[src/rtl/gost_cbc_feeder.sv]
`default_nettype none
// ============================================================================
// Module   : gost_cbc_feeder
// Brief    : Packs a plaintext byte stream MSB-first into 128-bit blocks,
//            pads the final block (PKCS#7 or zero-fill) and launches each
//            block into a CBC cipher stage, holding it until completion.
// Revision : 1.0 - initial release
// ============================================================================
module gost_cbc_feeder #(
  parameter bit PAD_ENABLE = 1'b1
) (
  input  logic         clk,
  input  logic         reset_n,
  input  logic [7:0]   byte_in,
  input  logic         byte_valid,
  input  logic         byte_last,
  output logic         byte_ready,
  output logic [127:0] block_out,
  output logic         start_trigger,
  input  logic         done_block,
  output logic         busy,
  output logic [31:0]  blocks_sent
);

  typedef enum logic [2:0] {
    IDLE        = 3'd0,
    COLLECT     = 3'd1,
    PAD         = 3'd2,
    LAUNCH      = 3'd3,
    WAIT_CIPHER = 3'd4
  } state_t;

  state_t         state_q, state_d;
  logic [3:0]     idx_q, idx_d;
  logic           pad_pending_q, pad_pending_d;
  logic [127:0]   block_q, block_d;
  logic [31:0]    blocks_sent_q, blocks_sent_d;
  logic [7:0]     pad_byte;

  // PKCS#7 value is the number of bytes still missing after position idx.
  assign pad_byte = PAD_ENABLE ? {4'd0, 4'hF - idx_q} : 8'h00;

  // Outputs decoded straight from state so reset clears them immediately.
  assign byte_ready    = (state_q == COLLECT);
  assign start_trigger = (state_q == LAUNCH);
  assign busy          = (state_q == LAUNCH) || (state_q == WAIT_CIPHER);
  assign block_out     = block_q;
  assign blocks_sent   = blocks_sent_q;

  // State and datapath registers with asynchronous active-low clear.
  always_ff @(posedge clk or negedge reset_n) begin
    if (!reset_n) begin
      state_q       <= IDLE;
      idx_q         <= 4'd0;
      pad_pending_q <= 1'b0;
      block_q       <= '0;
      blocks_sent_q <= '0;
    end else begin
      state_q       <= state_d;
      idx_q         <= idx_d;
      pad_pending_q <= pad_pending_d;
      block_q       <= block_d;
      blocks_sent_q <= blocks_sent_d;
    end
  end

  // Next-state and datapath update; block_q only changes in COLLECT, PAD and
  // on the pad-block reload, so it stays frozen while the cipher runs.
  always_comb begin
    state_d       = state_q;
    idx_d         = idx_q;
    pad_pending_d = pad_pending_q;
    block_d       = block_q;
    blocks_sent_d = blocks_sent_q;
    case (state_q)
      IDLE: begin
        idx_d   = 4'd0;
        state_d = COLLECT;
      end
      COLLECT: begin
        if (byte_valid) begin
          // Byte k lands at bit offset 8*(15-k); ~idx equals 15-idx.
          block_d[{~idx_q, 3'b000} +: 8] = byte_in;
          if (idx_q == 4'hF) begin
            idx_d   = 4'd0;
            state_d = LAUNCH;
            if (byte_last && PAD_ENABLE) pad_pending_d = 1'b1;
          end else if (byte_last) begin
            // idx is kept at the last byte's position so PAD knows the fill.
            state_d = PAD;
          end else begin
            idx_d = idx_q + 4'd1;
          end
        end
      end
      PAD: begin
        for (int p = 0; p < 16; p++) begin
          if (4'(p) > idx_q) block_d[8*(15-p) +: 8] = pad_byte;
        end
        idx_d   = 4'd0;
        state_d = LAUNCH;
      end
      LAUNCH: begin
        blocks_sent_d = blocks_sent_q + 32'd1;
        state_d       = WAIT_CIPHER;
      end
      WAIT_CIPHER: begin
        if (done_block) begin
          if (pad_pending_q) begin
            // Message ended on a block boundary: send a full pad block.
            block_d       = {16{8'h10}};
            pad_pending_d = 1'b0;
            state_d       = LAUNCH;
          end else begin
            idx_d   = 4'd0;
            state_d = COLLECT;
          end
        end
      end
      default: state_d = IDLE;
    endcase
  end

endmodule
`default_nettype wire

[config.mk]
export PLATFORM = sky130hd
export DESIGN_NAME = gost_cbc_feeder
export DESIGN_NICKNAME = d
export VERILOG_FILES = /design/src/rtl/gost_cbc_feeder.sv
export SDC_FILE = /design/constraint.sdc
export NUM_CORES = 1
export LEC_CHECK = 0
export CAP_MARGIN = 10
export CORE_MARGIN = 4
export CORE_UTILIZATION = 51
export CTS_BUF_LIST = sky130_fd_sc_hd__clkbuf_16
export DETAILED_ROUTE_END_ITERATION = 8
export GPL_TIMING_DRIVEN = 0
export PLACE_DENSITY = 0.92
export SYNTH_ARGS = -nofsm -noshare
export SYNTH_HDL_FRONTEND = slang
export SYNTH_SLANG_ARGS = --single-unit
[constraint.sdc]
create_clock -name clk -period 3.65 [get_ports clk]
set_input_delay 0.5475 -clock clk [delete_from_list [all_inputs] [get_ports clk]]
set_output_delay 0.5475 -clock clk [all_outputs]
set_load 0.05 [all_outputs]
Word-level counts from Yosys, hierarchy flattened

Cells that the tools add are included.

Flip-flop bits (word level): 168
Input bits: 13
Output and inout port bits: 163
Word-level logic and storage cells: 135

Add/sub/neg operators: 4
Order comparisons: 16
Eq/ne operators: 29
Shift-type cells: 2
Multiplexer cells: 38
Bitwise logic cells: 1
Reductions and logical operators: 25

Operators with widths:

| operator                                                                       | number |
|---|---|
| 128-bit 2-to-1 mux                                                             | 3 |
| 128-bit case mux with 3 select lines                                           | 1 |
| 128-bit bitwise mux                                                            | 1 |
| 8-bit 2-to-1 mux                                                               | 16 |
| 8-bit by 9-bit variable shift with 128-bit output, first input constant        | 1 |
| 8-bit by 9-bit indexed part select with 128-bit output                         | 1 |
| 5-bit AND reduction                                                            | 18 |
| 2-bit inequality test, second input constant                                   | 21 |
| 32-bit by 1-bit adder with 32-bit output, second input constant                | 1 |
| 4-bit greater-than comparator, first input constant                            | 8 |
| 4-bit 2-to-1 mux                                                               | 5 |
| 3-bit by 4-bit greater-than comparator with 1-bit output, first input constant | 4 |
| 3-bit case mux with 5 select lines                                             | 1 |
| 3-bit 2-to-1 mux                                                               | 4 |
| 4-bit case mux with 3 select lines                                             | 1 |
| 7-bit negator with 9-bit output                                                | 1 |
| 1-bit by 4-bit greater-than comparator with 1-bit output, first input constant | 2 |
| 2-bit by 4-bit greater-than comparator with 1-bit output, first input constant | 2 |
| 3-bit by 2-bit == test with 1-bit output, second input constant                | 2 |
| 3-bit by 2-bit inequality test with 1-bit output, second input constant        | 2 |
| 3-bit nonzero test                                                             | 2 |
| 4-bit by 1-bit adder with 4-bit output, second input constant                  | 1 |
| 4-bit == test, second input constant                                           | 1 |
| 1-bit 2-to-1 mux                                                               | 4 |
| other kinds (12)                                                               | 12 |

Logic depth before layout (Yosys ltp)

Word-level depth: 6
Gate-level depth with buffers: 11
Gate-level depth less buffers: 7

Least setup slack after synthesis

No wires, ideal clock.

Path kind: reg-to-reg
Start: register state_q[2]
End: register idx_q[0]
Data arrival time: 2.558 ns
Required time: 3.522 ns
Path slack: 0.964 ns
Cell stages (with the launch flop): 8
Clock period less this slack: 2.686 ns
Cells stage by stage: dfrtp_1 -> buf_4 -> buf_2 -> nor3b_1 -> nand3_1 -> o21ai_1 -> or3_1 -> o21ai_0

Elaborated cells on any way between the ends: 12
Those cells by class: eq/ne: 7; mux: 1; reduce/logical: 4

RTL lines:

| what                                                                                      | line | text |
|---|---|---|
| start, declared                                                                           | 33   | `state_t state_q, state_d;` |
| start signal, assigned                                                                    | 59   | `state_q <= state_d;` |
| 3-bit by 1-bit == test with 1-bit output *                                                | --   |  |
| named net byte_ready                                                                      | 17   | `output logic byte_ready,` |
| 3-bit by 2-bit inequality test with 1-bit output (no source line) (tied with other cells) | --   |  |
| 5-bit AND reduction (no source line)                                                      | --   |  |
| end signal, assigned                                                                      | 60   | `idx_q <= idx_d;` |
| end, declared                                                                             | 34   | `logic [3:0] idx_q, idx_d;` |

Mark *: on every way through the listed nets, which the timed path passes. The rest lies on a longest branch.
A chain may end at the register's enable or synchronous reset.

Worst setup path after layout

Start: register idx_q[0]
End: register block_q[62], in the netlist block_out[62]

Cells in the longest elaborated chain, start to end: 6
Elaborated cells on any way between the ends: 10
Those cells by class: add/sub: 1; order compare: 1; eq/ne: 1; shift: 2; mux: 3; bitwise: 1; reduce/logical: 1

RTL lines:

| what                                                                                                                               | line | text |
|---|---|---|
| 4-bit NOT                                                                                                                          | 83   | `block_d[{~idx_q, 3'b000} +: 8] = byte_in;` |
| 7-bit negator with 9-bit output                                                                                                    | 83   |  |
| 8-bit by 9-bit indexed part select with 128-bit output / 8-bit by 9-bit variable shift with 128-bit output (equally long branches) | 83   |  |
| 128-bit bitwise mux                                                                                                                | 83   |  |
| 128-bit 2-to-1 mux                                                                                                                 | 81   | `if (byte_valid) begin` |
| 128-bit case mux with 3 select lines                                                                                               | 75   | `case (state_q)` |
| end signal, assigned                                                                                                               | 62   | `block_q <= block_d;` |
| end, declared                                                                                                                      | 36   | `logic [127:0] block_q, block_d;` |

Parallel ways exist; a longest one is shown, timed or not. The select of a mux whose other input is x is not followed.

==> results.toml <==
[synthesis]
ys_ff_latch = 168
synthArstFlopShare = 1.00
synthTopCellsByCount = "dfrtp_1 (168), nand2_1 (63), nor2_1 (49), a21oi_1 (46), o21ai_0 (43)"
yosysTopAreaCell = "dfrtp_1"
syn_inst = 786
ys_seq_area_frac = 0.513
ys_types = 85
yosysWarnings = 0
synth-edff-count = 0
syn_area_mm2 = 0.00820
synth_fa_ha_area_frac = 0.00915
synth_fp_nets = 805
yosys.area_share.simple = 0.145
yosysMostFrequentCell = "dfrtp_1"
synthTopCellsByArea = "dfrtp_1 (51%), xnor2_1 (3.1%), nand2_1 (2.9%), a21oi_1 (2.8%), mux2_4 (2.7%)"
syn_area_per_cell_um2 = 10.4
synthDominantCellAreaShare = 0.513
synth_mux_area_frac = 0.0596
synth_top_family_by_area = "compound AO/OA/AOI/OAI gates"
synth-compound-area-share = 0.186
ys.flop_type = "dfrtp_1"
synthXorXnorAreaFrac = 0.0372

[pwr]
power_switching_share = 0.489
p_comb_frac = 0.553
p_seq_frac = 0.270
p_int_mw = 5.46
netSwitchingPower_mw = 5.22
leakage_nw = 4.65
ir_worst_vdd_mv = 0.721
clkPwrFrac = 0.177
power.density_mw_per_mm2 = 985

[clock_network]
cts-root-buf = "clkbuf_16"
postCtsSetupRepairBufs = 0
clk-insertion-delay-late_ps = 440
clk_pin_slew_ps = 70
h-tree-depth = 4
cts_resized = 0
clockBufferDepth = 2
ctsHoldBuffers = 0
cts_buffers = 17
cts_tree = "done"
cts_sinks = 168

[floorplan]
core_area_mm2 = 0.0158
dieWidth_um = 135
io_pins = 176
die_h_um = 135
die-area_mm2 = 0.0182
rows = 46
start_util = 0.518

[sta]
fin_skew_ps = 9.94
worst_pin_slew_ps = 901
setup_viol_count_final = 0
fmax_mhz = 310
drv_slew = 0
timing.final.crit_share = 0.885
rsz0062_at_grt = "no"
slew_headroom = 0.399
period_minus_slack_ps = 3230
setup_slack_ps = 421
hold_viol = 0
setup_tns_ps = 0

[drt]
wl_met2_mm = 12.1
ant_nets = 0
highest_layer = "met4"
vias = 7483
wl_met3_mm = 2.55
finalWirelength_mm = 25.6
drt-pass1-iter-count = 7
drc_errors = 0
vias_per_cell = 6.19
drtIter0Drc = 881
wl_met1_mm = 10.1
wl_per_cell_um = 21.2

[outcome]
status = "complete, no violations"

[worst_setup_path]
timing.rr.start = "idx_q[0]"
crit_path_start_kind = "flop"
worst-r2r-cell-count = 10
crit_start = "idx_q[0]"
crit_fanout = 10
worstSetupPathType = "flop to flop"
cp-end-kind = "flop"
cp.required_ps = 3980
cp.arrival_ps = 3560

[global_routing]
grt_pass1_wl_mm = 39.9
track_usage = 0.281
grt_max_degree = 88
grt-ovfl-total = 0
grt_pass1_vias = 7478
antenna_found_initial = 0

[placement]
dpl_cell_area_mm2 = 0.0102
io_buffer_count = 173
hpwl_mm = 18.2
dp_cells = 1176
dp_slack_ps = 543
gp_congestion = 1.04

[layout]
fill_cells = 1133
postLayoutCoreUtil = 0.686
drive_above_1_share = 0.122
area_growth_pct = 32.3
diodes = 0
final_nets = 998
final_area_mm2 = 0.0109
finalNonFillerCells = 1208

[run]
cap_violations = 0

[worst_hold_path]
hold_path_class = "input pin to asynchronous set/reset pin"
## metrics by stage
step,hold WS [ps],power (mW)
after global routing,155,11.1
after detailed placement,479,8.73
final,96.6,10.7
after global placement,459,8.63
after floorplan,252,6.77
after CTS,120,10.6
## critical path, cell delays in order (launching register included)
cell and delay, ps:
dfrtp_1 430, buf_2 260, buf_2 280, inv_1 130, ha_1 210, clkbuf_1 230, and2_1 230, a32oi_1 690
a211o_1 440, nand2_1 110, o21ai_0 120
## cell usage in the layout, fill, tap and decap left out, drive strengths merged, types with 3 or more instances in the layout
cell           count
a211oi             5
and3              17
a22o               3
clkbuf            26
or3                4
nand4              7
or2                3
buf               42
nor3b              4
and4               6
o21a               4
a21oi             47
mux2              34
o221ai             4
nor2              51
nand2             63
ha                 6
bufinv             3
clkdlybuf4s50    172
o2bb2ai           12
nand2b             6
dfrtp            168
xor2               5
nor2b              5
o22ai             26
nor3               5
inv               42
clkinv             4
o211ai             6
a32o               4
a31oi             27
xnor2             29
nand3             32
o21ai             66
nand3b             5
mux2i              5
and2               7
## cell families after synthesis
logic type                 after synthesis
and+or+nand+nor                        227
buffers and inverters                   84
xor gates and xnor gates                34
DFF                                    168
AOI/OAI and AO/OA                      228
muxes                                   39
adders and majority gates                6
## worst paths after layout
check                                             end  slack, ps
setup / recovery                        block_out[62]        420
max in group asynchronous  asynchronous set/reset pin       2740
min in group clk                                 flop        490
setup reg to reg                        block_out[62]        420
hold / removal                         blocks_sent[9]        100
hold reg to reg                                  flop        490
## metal layers
metal / up-vias / global-route usage
li1: 3230 / -
met3: 71 / 0.0630
met1: 3688 / 0.369
met2: 494 / 0.441
met5: - / 0
met4: 0 / 0.144
## power groups by stage
stage / clock network (mW) / registers (mW) / logic [mW]
final: 1.89 / 2.89 / 5.91
after CTS: 1.90 / 2.88 / 5.87
after global placement: 0 / 2.88 / 5.74
after global routing: 1.98 / 2.95 / 6.20
after detailed placement: 0 / 2.89 / 5.84
after floorplan: 0 / 4.77 / 2.01
## cell type report
class,count,area [um^2],area share
inverter,35,131,0.0121
buffer,49,282,0.0259
clock buffer,17,425,0.0392
timing repair buffer,174,1760,0.163
multi-input combinational,534,3590,0.330
tap,216,270,0.0249
sequential,168,4200,0.387
clock inverter,15,188,0.0173
(Power assumes the default switching activity.)
